**src/rtl/fetch_controller_if.sv**
```systemverilog
// Instruction-memory handshake between the fetch controller (master) and imem (slave).
// One request outstanding; the address is held while req is high and ready is low.
interface fetch_controller_if;
    logic        imem_req;
    logic [31:0] imem_addr;
    logic        imem_ready;
    logic [31:0] imem_rdata;

    modport master (output imem_req, imem_addr, input imem_ready, imem_rdata);
    modport slave  (input imem_req, imem_addr, output imem_ready, imem_rdata);
endinterface

```
**src/rtl/fetch_controller.sv**
```systemverilog
// IF-stage sequencer: PC, one-outstanding imem fetch, redirect squash, halt; 1-cycle fetch latency,
// stall freezes the output register and drops imem_req. FETCH_ALIGN_CHECK_EN traps misaligned redirects.
module fetch_controller #(
    parameter logic [31:0] RESET_PC = 32'h0000_0000
) (
    input  logic                       clk,
    input  logic                       rst,
    input  logic                       jump,
    input  logic [31:0]                jump_addr,
    input  logic                       branch_taken,
    input  logic [31:0]                branch_addr,
    input  logic                       stall,
    input  logic                       halt,
    fetch_controller_if.master         imem,
    output logic                       if_valid,
    output logic [31:0]                if_pc,
    output logic [31:0]                if_instr,
    output logic                       halted,
    output logic                       fetch_fault
);

`ifdef FETCH_ALIGN_CHECK_EN
    localparam bit ALIGN_CHECK = 1'b1;
`else
    localparam bit ALIGN_CHECK = 1'b0;
`endif

    typedef enum logic [1:0] {FETCH, WAIT_DROP, HALTED, FAULT} state_t;

    state_t      state, state_nx;
    logic [31:0] pc, pc_nx;
    logic [31:0] pend_pc, pend_nx;
    logic        vld_nx;
    logic [31:0] ipc_nx, ins_nx;
    logic        give, redir;
    logic [31:0] tgt, drop_tgt;

    assign give  = if_valid && stall;
    assign redir = jump || branch_taken;

    always_comb begin
        tgt = jump ? jump_addr : branch_addr;
        if (!ALIGN_CHECK)
            tgt[1:0] = 2'b00;
    end

    // In WAIT_DROP a same-cycle redirect supersedes the saved target.
    assign drop_tgt = redir ? tgt : pend_pc;

    assign imem.imem_req  = !rst && (((state == FETCH) && !give && !halt) || (state == WAIT_DROP));
    assign imem.imem_addr = pc;
    assign halted         = (state == HALTED);
    assign fetch_fault    = ALIGN_CHECK && (state == FAULT);

    always_comb begin
        state_nx = state;
        pc_nx    = pc;
        pend_nx  = pend_pc;
        vld_nx   = if_valid;
        ipc_nx   = if_pc;
        ins_nx   = if_instr;
        case (state)
            FETCH: begin
                if (redir) begin
                    vld_nx = 1'b0;
                    if (imem.imem_req && !imem.imem_ready) begin
                        pend_nx  = tgt;
                        state_nx = WAIT_DROP;
                    end else if (ALIGN_CHECK && tgt[1:0] != 2'b00) begin
                        state_nx = FAULT;
                    end else begin
                        pc_nx = tgt;
                    end
                end else if (imem.imem_req && imem.imem_ready) begin
                    vld_nx = 1'b1;
                    ipc_nx = pc;
                    ins_nx = imem.imem_rdata;
                    pc_nx  = pc + 32'd4;
                end else if (!stall) begin
                    vld_nx = 1'b0;
                end
                if (halt && state_nx == FETCH)
                    state_nx = HALTED;
            end
            WAIT_DROP: begin
                if (redir)
                    pend_nx = tgt;
                if (redir || !stall)
                    vld_nx = 1'b0;
                if (imem.imem_ready) begin
                    if (ALIGN_CHECK && drop_tgt[1:0] != 2'b00) begin
                        state_nx = FAULT;
                    end else begin
                        pc_nx    = drop_tgt;
                        state_nx = FETCH;
                    end
                end
            end
            HALTED: begin
                if (redir) begin
                    vld_nx = 1'b0;
                    if (ALIGN_CHECK && tgt[1:0] != 2'b00)
                        state_nx = FAULT;
                    else
                        pc_nx = tgt;
                end else if (!stall) begin
                    vld_nx = 1'b0;
                end
                if (!halt && state_nx == HALTED)
                    state_nx = FETCH;
            end
            default: vld_nx = 1'b0;
        endcase
        if (state_nx == FAULT)
            vld_nx = 1'b0;
    end

    always_ff @(posedge clk or posedge rst) begin
        if (rst) begin
            state    <= FETCH;
            pc       <= RESET_PC;
            pend_pc  <= RESET_PC;
            if_valid <= 1'b0;
            if_pc    <= 32'h0;
            if_instr <= 32'h0;
        end else begin
            state    <= state_nx;
            pc       <= pc_nx;
            pend_pc  <= pend_nx;
            if_valid <= vld_nx;
            if_pc    <= ipc_nx;
            if_instr <= ins_nx;
        end
    end

endmodule

```
**src/flat_wrapper.sv**
```systemverilog
// flat-port wrapper written by rule: the top's interface ports become plain ports
module fetch_controller_flat 
#(
    parameter logic [31:0] RESET_PC = 32'h0000_0000
)
  (clk, rst, jump, jump_addr, branch_taken, branch_addr, stall, halt, if_valid, if_pc, if_instr, halted, fetch_fault, imem_imem_req, imem_imem_addr, imem_imem_ready, imem_imem_rdata);
  fetch_controller_if imem_i ();
  input  logic clk;
  input  logic rst;
  input  logic jump;
  input  logic [31:0] jump_addr;
  input  logic branch_taken;
  input  logic [31:0] branch_addr;
  input  logic stall;
  input  logic halt;
  output logic if_valid;
  output logic [31:0] if_pc;
  output logic [31:0] if_instr;
  output logic halted;
  output logic fetch_fault;
  output wire logic [$bits(imem_i.imem_req)-1:0] imem_imem_req;
  output wire logic [$bits(imem_i.imem_addr)-1:0] imem_imem_addr;
  input wire logic [$bits(imem_i.imem_ready)-1:0] imem_imem_ready;
  input wire logic [$bits(imem_i.imem_rdata)-1:0] imem_imem_rdata;
  assign imem_imem_req = imem_i.imem_req;
  assign imem_imem_addr = imem_i.imem_addr;
  assign imem_i.imem_ready = imem_imem_ready;
  assign imem_i.imem_rdata = imem_imem_rdata;
  fetch_controller #(.RESET_PC(RESET_PC)) u_core (.clk(clk), .rst(rst), .jump(jump), .jump_addr(jump_addr), .branch_taken(branch_taken), .branch_addr(branch_addr), .stall(stall), .halt(halt), .imem(imem_i), .if_valid(if_valid), .if_pc(if_pc), .if_instr(if_instr), .halted(halted), .fetch_fault(fetch_fault));
endmodule
```
**config.mk**
```make
export PLATFORM = sky130hd
export DESIGN_NAME = fetch_controller_flat
export DESIGN_NICKNAME = d
export VERILOG_FILES = /design/src/rtl/fetch_controller_if.sv /design/src/rtl/fetch_controller.sv /design/src/flat_wrapper.sv
export SDC_FILE = /design/constraint.sdc
export NUM_CORES = 1
export LEC_CHECK = 0
export CAP_MARGIN = 20
export CORE_ASPECT_RATIO = 1.75
export CORE_MARGIN = 4
export CORE_UTILIZATION = 40
export DETAILED_ROUTE_END_ITERATION = 8
export PLACE_DENSITY_LB_ADDON = 0.3
export SLEW_MARGIN = 20
export SYNTH_ARGS = -nofsm -noshare
export SYNTH_HDL_FRONTEND = slang
export SYNTH_SLANG_ARGS = --single-unit
```
**constraint.sdc**
```tcl
create_clock -name clk -period 4.95 [get_ports clk]
set_clock_uncertainty 0.05 [all_clocks]
set_input_delay 0.99 -clock clk [delete_from_list [all_inputs] [get_ports clk]]
set_output_delay 0.99 -clock clk [all_outputs]
set_load 0.01 [all_outputs]
```
==> reports/metrics.csv, run 1 <==
stage;metric;value;unit
status;outcome;completed;
synth;synthTopCellsByArea;dfrtp_1, mux2_2, o21ai_0, nand2_1, a21oi_1;
detailed_routing;drtAntennaViolNets;0;
synth;ys_seq_area_share;47.1;%
synth;synth_top_area_cell;dfrtp_1;
worst_setup_path;rrSetupSlack;1610;ps
placement;place.gp.congestion;0.828;
sta;finalCritPeriodShare;78.7;%
worst_setup_path;crit_fanout;6;
synth;avgSynthCellArea;10.3;sq um
detailed_routing;via_per_inst;5.53;
synth;synth_cells;673;
power_and_ir_drop;sw_frac_of_total;36.8;%
cells_and_area;fin_nets;964;
die;rows;63;
power_and_ir_drop;seqPwrFrac;33.8;%
global_routing;grt_max_degree;104;
synth;synth_fp_nets;781;
synth;yosysWarningCount;0;
worst_setup_path;critPathLaunchType;input port;
cts;cts_max_path_buffers;2;
die;die_h;182;microns
worst_setup_path;crit_required;3910;ps
power_and_ir_drop;p_leak;4.06;nW
detailed_routing;drt_iter0_drc;348;
synth;ys_types;65;
power_and_ir_drop;p_per_area;591;nW/um^2
cts;cts_tree;built;
die;dieArea;19600;sq um
sta;setup_violations;0;
cts;clkSinkCount;131;
cts;cts_hold_buffers;0;
placement;hpwl;14300;microns
global_routing;grt-ovfl-total;0;
sta;fmaxAchievable;0.257;GHz
worst_hold_path;hold_path.class;flop to flop;
cells_and_area;areaGrowthSynthToFinish;40.1;%
cts;cts_buffers;17;
synth;synth_most_common_cell;dfrtp_1;
die;initial_core_util;40.8;%
cts;htreeDepth;4;
sta;fin_setup_tns;0;ps
sta;tightest_slew;957;ps
sta;fin_crit;3900;ps
synth;synth-edff-count;0;
worst_setup_path;arrival;2860;ps
cts;postCtsResizedCells;0;
run;max_cap_viol_count;0;
worst_setup_path;path_class;input port to primary output;
synth;synth-seq-cells;131;
worst_setup_path;end_kind;primary output;
power_and_ir_drop;netSwitchingPower;0.00212;W
die;io_pins;203;
sta;rsz0062_at_grt;false;
sta;slew_headroom;36.2;%
power_and_ir_drop;p_total;0.00576;W
detailed_routing;routedWlPerCell;18.7;microns
synth;netlist_area;6950;sq um
global_routing;grt_pass1_vias;6123;
cts;cts_setup_buffers;0;
detailed_routing;drt-total-wl;20500;microns
power_and_ir_drop;ir_drop;0.000281;V
synth;synth_top_area_share;47.1;%
cells_and_area;insertedDiodeCount;0;
synth;synth_commonest_cells;dfrtp_1, mux2_2, nand2_1;
cts;clock_latency;420;ps
cells_and_area;multi_input_area;3430;sq um
detailed_routing;dr_total_vias;6056;
global_routing;grt_pass1_wl;32700;microns
cells_and_area;drive_gt1_share;19.1;%
die;die_w;108;microns
detailed_routing;firstDrtPassIters;5;
power_and_ir_drop;p_int;0.00364;W
synth;async_flop_share;100;%
die;core_area;17000;sq um
sta;slew_violations;0;
cts;path_clk_slew;60;ps
cells_and_area;regArea;3280;sq um
power_and_ir_drop;pwr-share-clk;22.7;%
cells_and_area;nFillCells;1541;
global_routing;grtUsageTotal;21.2;%
power_and_ir_drop;power_frac_comb;43.5;%
placement;portBuffers;197;
synth;ys.flop_type;dfrtp_1;
global_routing;antenna_found_initial;0;
cts;cts_root_buffer;clkbuf_16;
detailed_routing;drc;0;
sta;finalHoldViolCount;0;
## cell type report
| type | count | share of cell area (%) |
|---|---|---|
| Clock buffer | 18 | 4.51 |
| Timing Repair Buffer | 212 | 21.3 |
| Multi-Input combinational cell | 482 | 35.2 |
| Sequential cell | 131 | 33.6 |
| Clock inverter | 14 | 1.84 |
| Inverter | 12 | 0.514 |
| Tap cell | 227 | 2.92 |
## stage by stage
step                      setup WS, ps  instance area [sq um]  instances  utilization (%)  hold WS (ps)
after floorplan                    412                   6950        673                -           392
after global placement             982                   9130       1064             53.6           408
after detailed placement           962                   9130       1064             53.6           416
after CTS                         1050                   9740       1096             57.2           430
after global routing               926                   9740       1096             57.2           451
final                             1050                   9740       1096             57.2           424
## worst max-delay path: stages
cell             delay (ps)
clkdlybuf4s50_1         490
nand2_1                  70
a31oi_1                 230
or2_0                   480
inv_1                    90
clkdlybuf4s50_1         510
## routing by layer
layer  vias up  GRT usage, %  share of wire [%]
li1       2820             -                  -
met1      2953          24.2                 38
met2       247          37.6                 53
met3        36          5.17                6.7
met4         0          8.24                2.5
met5         -             0                  0
## final timing paths
| check | from | to | cells past startpoint |
|---|---|---|---|
| min in group asynchronous | rst | u_core.if_valid$_DFFE_PP0P_ | 2 |
| max in group asynchronous | rst | u_core.pend_pc[21]$_DFFE_PP0P_ | 3 |
| worst min register to register | u_core.pend_pc[25]$_DFFE_PP0P_ | u_core.pend_pc[25]$_DFFE_PP0P_ | 2 |
| worst min-delay path | u_core.pend_pc[25]$_DFFE_PP0P_ | u_core.pend_pc[25]$_DFFE_PP0P_ | 2 |
| worst max-delay path | stall | imem_imem_req | 6 |
| worst max register to register | u_core.state[0]$_DFF_PP0_ | u_core.imem.imem_addr[5]$_DFFE_PP0P_ | 9 |
## power groups by stage
| stage | sequential (W) | combinational [W] | clock, W |
|---|---|---|---|
| after floorplan | 0.00199 | 0.00130 | 0 |
| after global placement | 0.00195 | 0.00248 | 0 |
| after detailed placement | 0.00197 | 0.00251 | 0 |
| after CTS | 0.00195 | 0.00253 | 0.00134 |
| after global routing | 0.00201 | 0.00273 | 0.00139 |
| final | 0.00195 | 0.00250 | 0.00131 |
## placed cells by master, fill, tap and decap left out, types with 4 or more instances in the layout
cell / instances
clkbuf_16: 17
a32o_1: 7
nand4_1: 8
o22a_1: 5
nor3_1: 5
a21oi_1: 49
nor4_1: 5
o31ai_1: 7
clkinv_4: 5
mux2_2: 96
o21ai_0: 64
mux2i_1: 16
and2_1: 5
and3_1: 7
o211ai_1: 7
dfrtp_1: 131
inv_1: 9
xnor2_1: 7
nand2_1: 68
ha_1: 5
a31oi_1: 14
nand3_1: 10
nor2_1: 41
buf_4: 15
clkdlybuf4s50_1: 196
nand2b_1: 4
## sequential cells by signal (all words and copies together) (netlist names)
name and cells:
u_core.pend_pc 32, u_core.if_pc 32, u_core.if_instr 32, u_core.if_valid 1, u_core.state 2, u_core.imem.imem_addr 32
## cells by family (layout without fill, tap and decap cells)
family	count (synthesis)	count (layout)	synth area share (%)
AO/OA/AOI/OAI	188	188	17.3
XOR/XNOR	7	7	0.882
adder cells (fa/ha/maj)	5	5	0.900
buffers and inverters	60	256	3.96
flip-flops	131	131	47.1
multiplexers	112	112	17.9
other	1	1	0.0539
AND/OR/NAND/NOR	169	169	11.9
No activity file was read; power rests on OpenSTA's default activity.
==> run 2: changes to the inputs <==
clock period = 3.3 ns   (was 4.95 ns; I/O delays follow)
==> run 2 against run 1 <==
Effect of this change: utilization is 0.82 points higher; highest routed layer unchanged; hold slack better by 6.8 ps; first-iteration DRC count is 16% higher.
==> reports/metrics.csv, run 2 (same netlist as run 1, synthesis figures left out) <==
stage;metric;value;unit;change
worst_setup_path;cp_slowest_stage_delay;540;ps;was 510 ps
power_and_ir_drop;pwr-share-clk;22.3;%;was 22.7%
sta;finalHoldViolCount;0;;unchanged
detailed_routing;drc;0;;unchanged
die;io_pins;203;;unchanged
power_and_ir_drop;power_frac_comb;44.6;%;was 43.5%
power_and_ir_drop;sw_frac_of_total;36.7;%;was 36.8%
cells_and_area;drive_gt1_share;19.5;%;was 19.1%
cts;clock_latency;410;ps;was 420 ps
worst_setup_path;crit_required;2590;ps;was 3910 ps
worst_setup_path;arrival;2380;ps;was 2860 ps
cts;postCtsResizedCells;0;;unchanged
worst_setup_path;end_kind;primary output;;unchanged
global_routing;grt_max_degree;132;;was 104
cells_and_area;fin_nets;971;;was 964
sta;setup_violations;0;;unchanged
worst_setup_path;timing.rr.start;u_core.state[0]$_DFF_PP0_;;unchanged
detailed_routing;routedWlPerCell;18.5;microns;was 18.7 microns
power_and_ir_drop;seqPwrFrac;33.2;%;was 33.8%
worst_setup_path;crit_fanout;8;;was 6
cells_and_area;nFillCells;1500;;was 1541
worst_hold_path;hold_path.class;flop to flop;;unchanged
cts;cts_root_buffer;clkbuf_16;;unchanged
cells_and_area;final_common_cell;clkdlybuf4s50_1;;unchanged
global_routing;grt_pass1_vias;6365;;was 6123
cts;clkSinkCount;131;;unchanged
sta;slew_headroom;48.8;%;was 36.2%
global_routing;antenna_found_initial;0;;unchanged
die;die_w;108;microns;unchanged
die;dieArea;19600;sq um;unchanged
detailed_routing;drtAntennaViolNets;0;;unchanged
run;max_cap_viol_count;0;;unchanged
placement;hpwl;14200;microns;was 14300 microns
sta;rsz0062_at_grt;false;;unchanged
die;die_h;182;microns;unchanged
cts;path_clk_slew;60;ps;about the same
cells_and_area;multi_input_area;3430;sq um;unchanged
sta;fin_crit;3090;ps;
worst_setup_path;crit_top_cell;inv_1;;was clkdlybuf4s50_1
cells_and_area;regArea;3280;sq um;unchanged
die;core_area;17000;sq um;unchanged
die;rows;63;;unchanged
cts;cts_hold_buffers;0;;unchanged
worst_setup_path;crit_start;u_core.state[0]$_DFF_PP0_;;was stall
status;outcome;completed;;unchanged
worst_setup_path;slowest_stage;clkdlybuf4s50_1;;unchanged
cts;cts_setup_buffers;0;;unchanged
power_and_ir_drop;p_int;0.00553;W;was 0.00364 W
cells_and_area;insertedDiodeCount;0;;unchanged
worst_setup_path;path_class;flop to primary output;;was input port to primary output
placement;dp_slack;261;ps;was 962 ps
global_routing;grt_pass1_wl;33100;microns;was 32700 microns
cells_and_area;final_cell_mix;clkdlybuf4s50_1, dfrtp_1, mux2_2, nand2_1, o21ai_0;;unchanged
placement;place.gp.congestion;0.823;;was 0.828
sta;layout_setup_ws;213;ps;was 1050 ps
worst_hold_path;min-delay-start;u_core.pend_pc[30]$_DFFE_PP0P_;;was u_core.pend_pc[25]$_DFFE_PP0P_
placement;place_area;9280;sq um;was 9130 sq um
worst_setup_path;critPathLaunchType;flop;;was input port
die;initial_core_util;40.8;%;unchanged
power_and_ir_drop;netSwitchingPower;0.00321;W;was 0.00212 W
detailed_routing;drt-total-wl;20400;microns;was 20500 microns
cts;htreeDepth;4;;unchanged
sta;finalCritPeriodShare;93.6;%;
power_and_ir_drop;ir_drop;0.000467;V;was 0.000281 V
power_and_ir_drop;p_per_area;885;nW/um^2;was 591 nW/um^2
global_routing;grt-ovfl-total;0;;unchanged
cts;cts_buffers;17;;unchanged
power_and_ir_drop;p_leak;4.11;nW;was 4.06 nW
cells_and_area;stdcell_area;9880;sq um;was 9740 sq um
power_and_ir_drop;p_total;0.00875;W;was 0.00576 W
sta;fin_setup_tns;0;ps;unchanged
sta;fmaxAchievable;0.324;GHz;
detailed_routing;dr_total_vias;6073;;was 6056
cts;cts_tree;built;;unchanged
global_routing;grtUsageTotal;21.2;%;about the same
cts;cts_max_path_buffers;2;;unchanged
cells_and_area;areaGrowthSynthToFinish;42.1;%;was 40.1%
worst_setup_path;crit_chain;inv_1 > ha_1 > a31oi_1 > or2_0 > inv_1 > clkdlybuf4s50_1;;was clkdlybuf4s50_1 > nand2_1 > a31oi_1 > or2_0 > inv_1 > clkdlybuf4s50_1
sta;tightest_slew;768;ps;was 957 ps
detailed_routing;firstDrtPassIters;5;;unchanged
sta;slew_violations;0;;unchanged
placement;portBuffers;197;;unchanged
detailed_routing;via_per_inst;5.51;;was 5.53
detailed_routing;drt_iter0_drc;403;;was 348
## run 2: worst paths after layout
check	depth (start not counted)	endpoint	slack, ps
min in group asynchronous	3	u_core.state[0]$_DFF_PP0_	810
max reg2reg	8	u_core.imem.imem_addr[1]$_DFFE_PP0P_	490
min	2	u_core.pend_pc[30]$_DFFE_PP0P_	430
min reg2reg	2	u_core.pend_pc[30]$_DFFE_PP0P_	430
max in group asynchronous	3	u_core.pend_pc[16]$_DFFE_PP0P_	1780
max	6	imem_imem_req	210
## run 2: final cells by class
cell class	count	share of cell area [%]
sequential	131	33.2
tap	227	2.87
multi-input combinational	482	34.7
clock buffer	19	4.38
timing repair buffer	219	22.6
inverter	12	0.494
clock inverter	13	1.76
## run 2: metrics by stage
stage                     hold slack [ps]  util [%]  std cells
final                                 431      58.0       1103
after global routing                  456      58.0       1103
after CTS                             433      58.0       1103
after detailed placement              421      54.5       1071
after global placement                407      54.5       1071
after floorplan                       392         -        673
## run 2: critical path: cells and delay by family, from the launching register on
family                     cells  cell delay, ps
AOI/OAI and AO/OA              1             170
buffers and inverters          3             740
and+or+nand+nor                1             260
DFF                            1             440
adders and majority gates      1             350
## run 2: layer usage
metal / track usage [%] / vias up / wire (microns)
met2: 38.0 / 202 / 11000
met1: 24.2 / 3004 / 7770
met3: 5.73 / 26 / 1330
met4: 6.88 / 0 / 314
met5: 0 / - / 0
li1: - / 2841 / -
## run 2: power groups by stage
stage / Sequential [W] / Combinational (W) / Clock, W
after floorplan: 0.00299 / 0.00195 / 0
after global placement: 0.00288 / 0.00385 / 0
after detailed placement: 0.00291 / 0.00391 / 0
after CTS: 0.00289 / 0.00394 / 0.00200
after global routing: 0.00299 / 0.00425 / 0.00208
final: 0.00290 / 0.00390 / 0.00195
==> run 3: changes to the inputs <==
CELL_PAD_IN_SITES_DETAIL_PLACEMENT = 1   (was not set)
CELL_PAD_IN_SITES_GLOBAL_PLACEMENT = 1   (was not set)
CORE_UTILIZATION = 33   (was 40)
SLEW_MARGIN = not set   (was 20)
==> run 3 against run 2 <==
Effect of this change: combinational power grew 4%; total power grew 2.3%; die area grew 20%; wire length grew 15%; sequential share of layout area shrank 0.25 points; cell count grew 2.9%; critical path type unchanged.
==> reports/metrics.csv, run 3 (same netlist as run 1, synthesis figures left out) <==
stage;metric;value;unit;change
status;outcome;completed;;unchanged
cells_and_area;areaGrowthSynthToFinish;43.2;%;was 42.1%
cts;clock_latency;420;ps;was 410 ps
detailed_routing;firstDrtPassIters;4;;was 5
worst_hold_path;hold_path.class;flop to flop;;unchanged
placement;hpwl;16200;microns;was 14200 microns
detailed_routing;met2_length;12300;microns;was 11000 microns
cts;clkSinkCount;131;;unchanged
detailed_routing;via_per_inst;5.48;;was 5.51
cts;cts_root_buffer;clkbuf_16;;unchanged
cells_and_area;insertedDiodeCount;0;;unchanged
cts;cts_buffers;17;;unchanged
cts;cts_max_path_buffers;2;;unchanged
cells_and_area;final_cell_mix;clkdlybuf4s50_1, dfrtp_1, mux2_2, nand2_1, o21ai_0;;unchanged
worst_setup_path;timing.rr.start;u_core.state[0]$_DFF_PP0_;;unchanged
detailed_routing;routedWlPerCell;20.6;microns;was 18.5 microns
die;die_w;118;microns;was 108 microns
die;dieArea;23500;sq um;was 19600 sq um
global_routing;grt_max_degree;79;;was 132
placement;portBuffers;197;;unchanged
die;rows;70;;was 63
worst_setup_path;cp_slowest_stage_delay;530;ps;was 540 ps
sta;fin_setup_tns;0;ps;unchanged
sta;slew_headroom;50.8;%;was 48.8%
cts;htreeDepth;4;;unchanged
worst_setup_path;critPathLaunchType;flop;;unchanged
sta;fin_crit;3030;ps;was 3090 ps
die;core_area;20800;sq um;was 17000 sq um
worst_setup_path;crit_start;u_core.state[0]$_DFF_PP0_;;unchanged
die;io_pins;203;;unchanged
sta;slew_violations;0;;unchanged
sta;finalHoldViolCount;0;;unchanged
power_and_ir_drop;seqPwrFrac;32.3;%;was 33.2%
cts;postCtsResizedCells;0;;unchanged
sta;layout_setup_ws;268;ps;was 213 ps
run;max_cap_viol_count;0;;unchanged
cts;cts_setup_buffers;0;;unchanged
power_and_ir_drop;p_total;0.00895;W;was 0.00875 W
placement;place_inst;1103;;was 1071
cells_and_area;fin_cells;1135;;was 1103
global_routing;grt_pass1_wl;37600;microns;was 33100 microns
worst_setup_path;arrival;2320;ps;was 2380 ps
detailed_routing;wirelength_met1;9090;microns;was 7770 microns
power_and_ir_drop;p_int;0.00565;W;was 0.00553 W
power_and_ir_drop;p_per_area;899;nW/um^2;was 885 nW/um^2
worst_setup_path;crit_top_cell;inv_1;;unchanged
detailed_routing;dr_total_vias;6220;;was 6073
power_and_ir_drop;p_leak;4.15;nW;was 4.11 nW
global_routing;grtUsageTotal;20.0;%;was 21.2%
cts;cts_tree;built;;unchanged
power_and_ir_drop;sw_frac_of_total;36.9;%;was 36.7%
detailed_routing;drtAntennaViolNets;0;;unchanged
placement;dp_slack;240;ps;was 261 ps
power_and_ir_drop;power_frac_comb;45.3;%;was 44.6%
worst_setup_path;end_kind;primary output;;unchanged
die;die_h;200;microns;was 182 microns
cts;path_clk_slew;60;ps;about the same
worst_hold_path;min-delay-start;u_core.pend_pc[13]$_DFFE_PP0P_;;was u_core.pend_pc[30]$_DFFE_PP0P_
cells_and_area;drive_gt1_share;20.2;%;was 19.5%
global_routing;grt-ovfl-total;0;;unchanged
global_routing;antenna_found_initial;0;;unchanged
worst_setup_path;path_class;flop to primary output;;unchanged
power_and_ir_drop;netSwitchingPower;0.00330;W;was 0.00321 W
worst_setup_path;crit_chain;inv_1 > ha_1 > a31oi_1 > or2_0 > inv_1 > clkdlybuf4s50_1;;unchanged
sta;setup_violations;0;;unchanged
detailed_routing;route.met3.wl;1360;microns;was 1330 microns
worst_setup_path;crit_required;2590;ps;about the same
sta;tightest_slew;738;ps;was 768 ps
worst_setup_path;crit_fanout;8;;unchanged
detailed_routing;drc;0;;unchanged
sta;rsz0062_at_grt;false;;unchanged
sta;fmaxAchievable;0.330;GHz;was 0.324 GHz
global_routing;grt_pass1_vias;6826;;was 6365
cells_and_area;fin_nets;978;;was 971
placement;place.gp.congestion;0.803;;was 0.823
worst_setup_path;slowest_stage;clkdlybuf4s50_1;;unchanged
cells_and_area;final_common_cell;clkdlybuf4s50_1;;unchanged
detailed_routing;top_layer;met4;;unchanged
cts;cts_hold_buffers;0;;unchanged
detailed_routing;drt-total-wl;23300;microns;was 20400 microns
power_and_ir_drop;ir_drop;0.000396;V;was 0.000467 V
sta;finalCritPeriodShare;91.9;%;was 93.6%
power_and_ir_drop;pwr-share-clk;22.4;%;was 22.3%
detailed_routing;drt_iter0_drc;206;;was 403
die;initial_core_util;33.4;%;was 40.8%
==> run 3: changes by cell type in the layout (fill, tap and decap cells not counted) <==
cell      previous run  this run
buf_12               8         6
buf_4               14        23
clkbuf_8             0         5
clkinv_2             0         2
clkinv_4             2         0
inv_6                5         0
==> run 3: final cells by class <==
class / count / area, sq um
clock inverter: 8 / 123
inverter: 12 / 48.8
fill: 2312 / 10900
multi-input combinational: 482 / 3430
timing repair buffer: 226 / 2260
clock buffer: 24 / 502
sequential: 131 / 3280
tap: 252 / 315
==> run 3: power groups by stage <==
stage	Combinational [W]	Clock, W	Sequential (W)
global placement	0.00399	0	0.00288
global route	0.00441	0.00213	0.00300
floorplan	0.00195	0	0.00299
CTS	0.00410	0.00206	0.00290
finish	0.00405	0.00201	0.00289
detailed placement	0.00407	0	0.00292
==> run 3: routing by layer <==
layer | vias up | track usage [%]
li1 | 2856 | -
met1 | 3143 | 22.6
met2 | 186 | 36.2
met3 | 35 | 5.61
met4 | 0 | 7.26
met5 | - | 0
==> run 3: stage by stage <==
stage                     hold WS [ps]  utilization [%]  cell area (sq um)
after floorplan                    392                -               6960
after global placement             405             44.8               9340
after detailed placement           421             44.8               9340
after CTS                          433             47.8               9960
after global routing               452             47.8               9960
final                              430             47.8               9960
==> run 3: worst paths after layout <==
check | to | slack, ps | depth (start not counted)
setup / recovery | imem_imem_req | 270 | 6
hold / removal | u_core.pend_pc[13]$_DFFE_PP0P_ | 430 | 2
setup reg to reg | u_core.imem.imem_addr[28]$_DFFE_PP0P_ | 470 | 9
hold reg to reg | u_core.pend_pc[13]$_DFFE_PP0P_ | 430 | 2
max in group asynchronous | u_core.imem.imem_addr[25]$_DFFE_PP0P_ | 1770 | 3
min in group asynchronous | u_core.imem.imem_addr[2]$_DFFE_PP0P_ | 770 | 3
==> run 3: worst max-delay path, delay by kind of cell, from the launching register on <==
kind                       cells  cell delay (ps)
AOI/OAI and AO/OA              1              170
DFF                            1              420
and+or+nand+nor                1              250
buffers and inverters          3              700
adders and majority gates      1              360
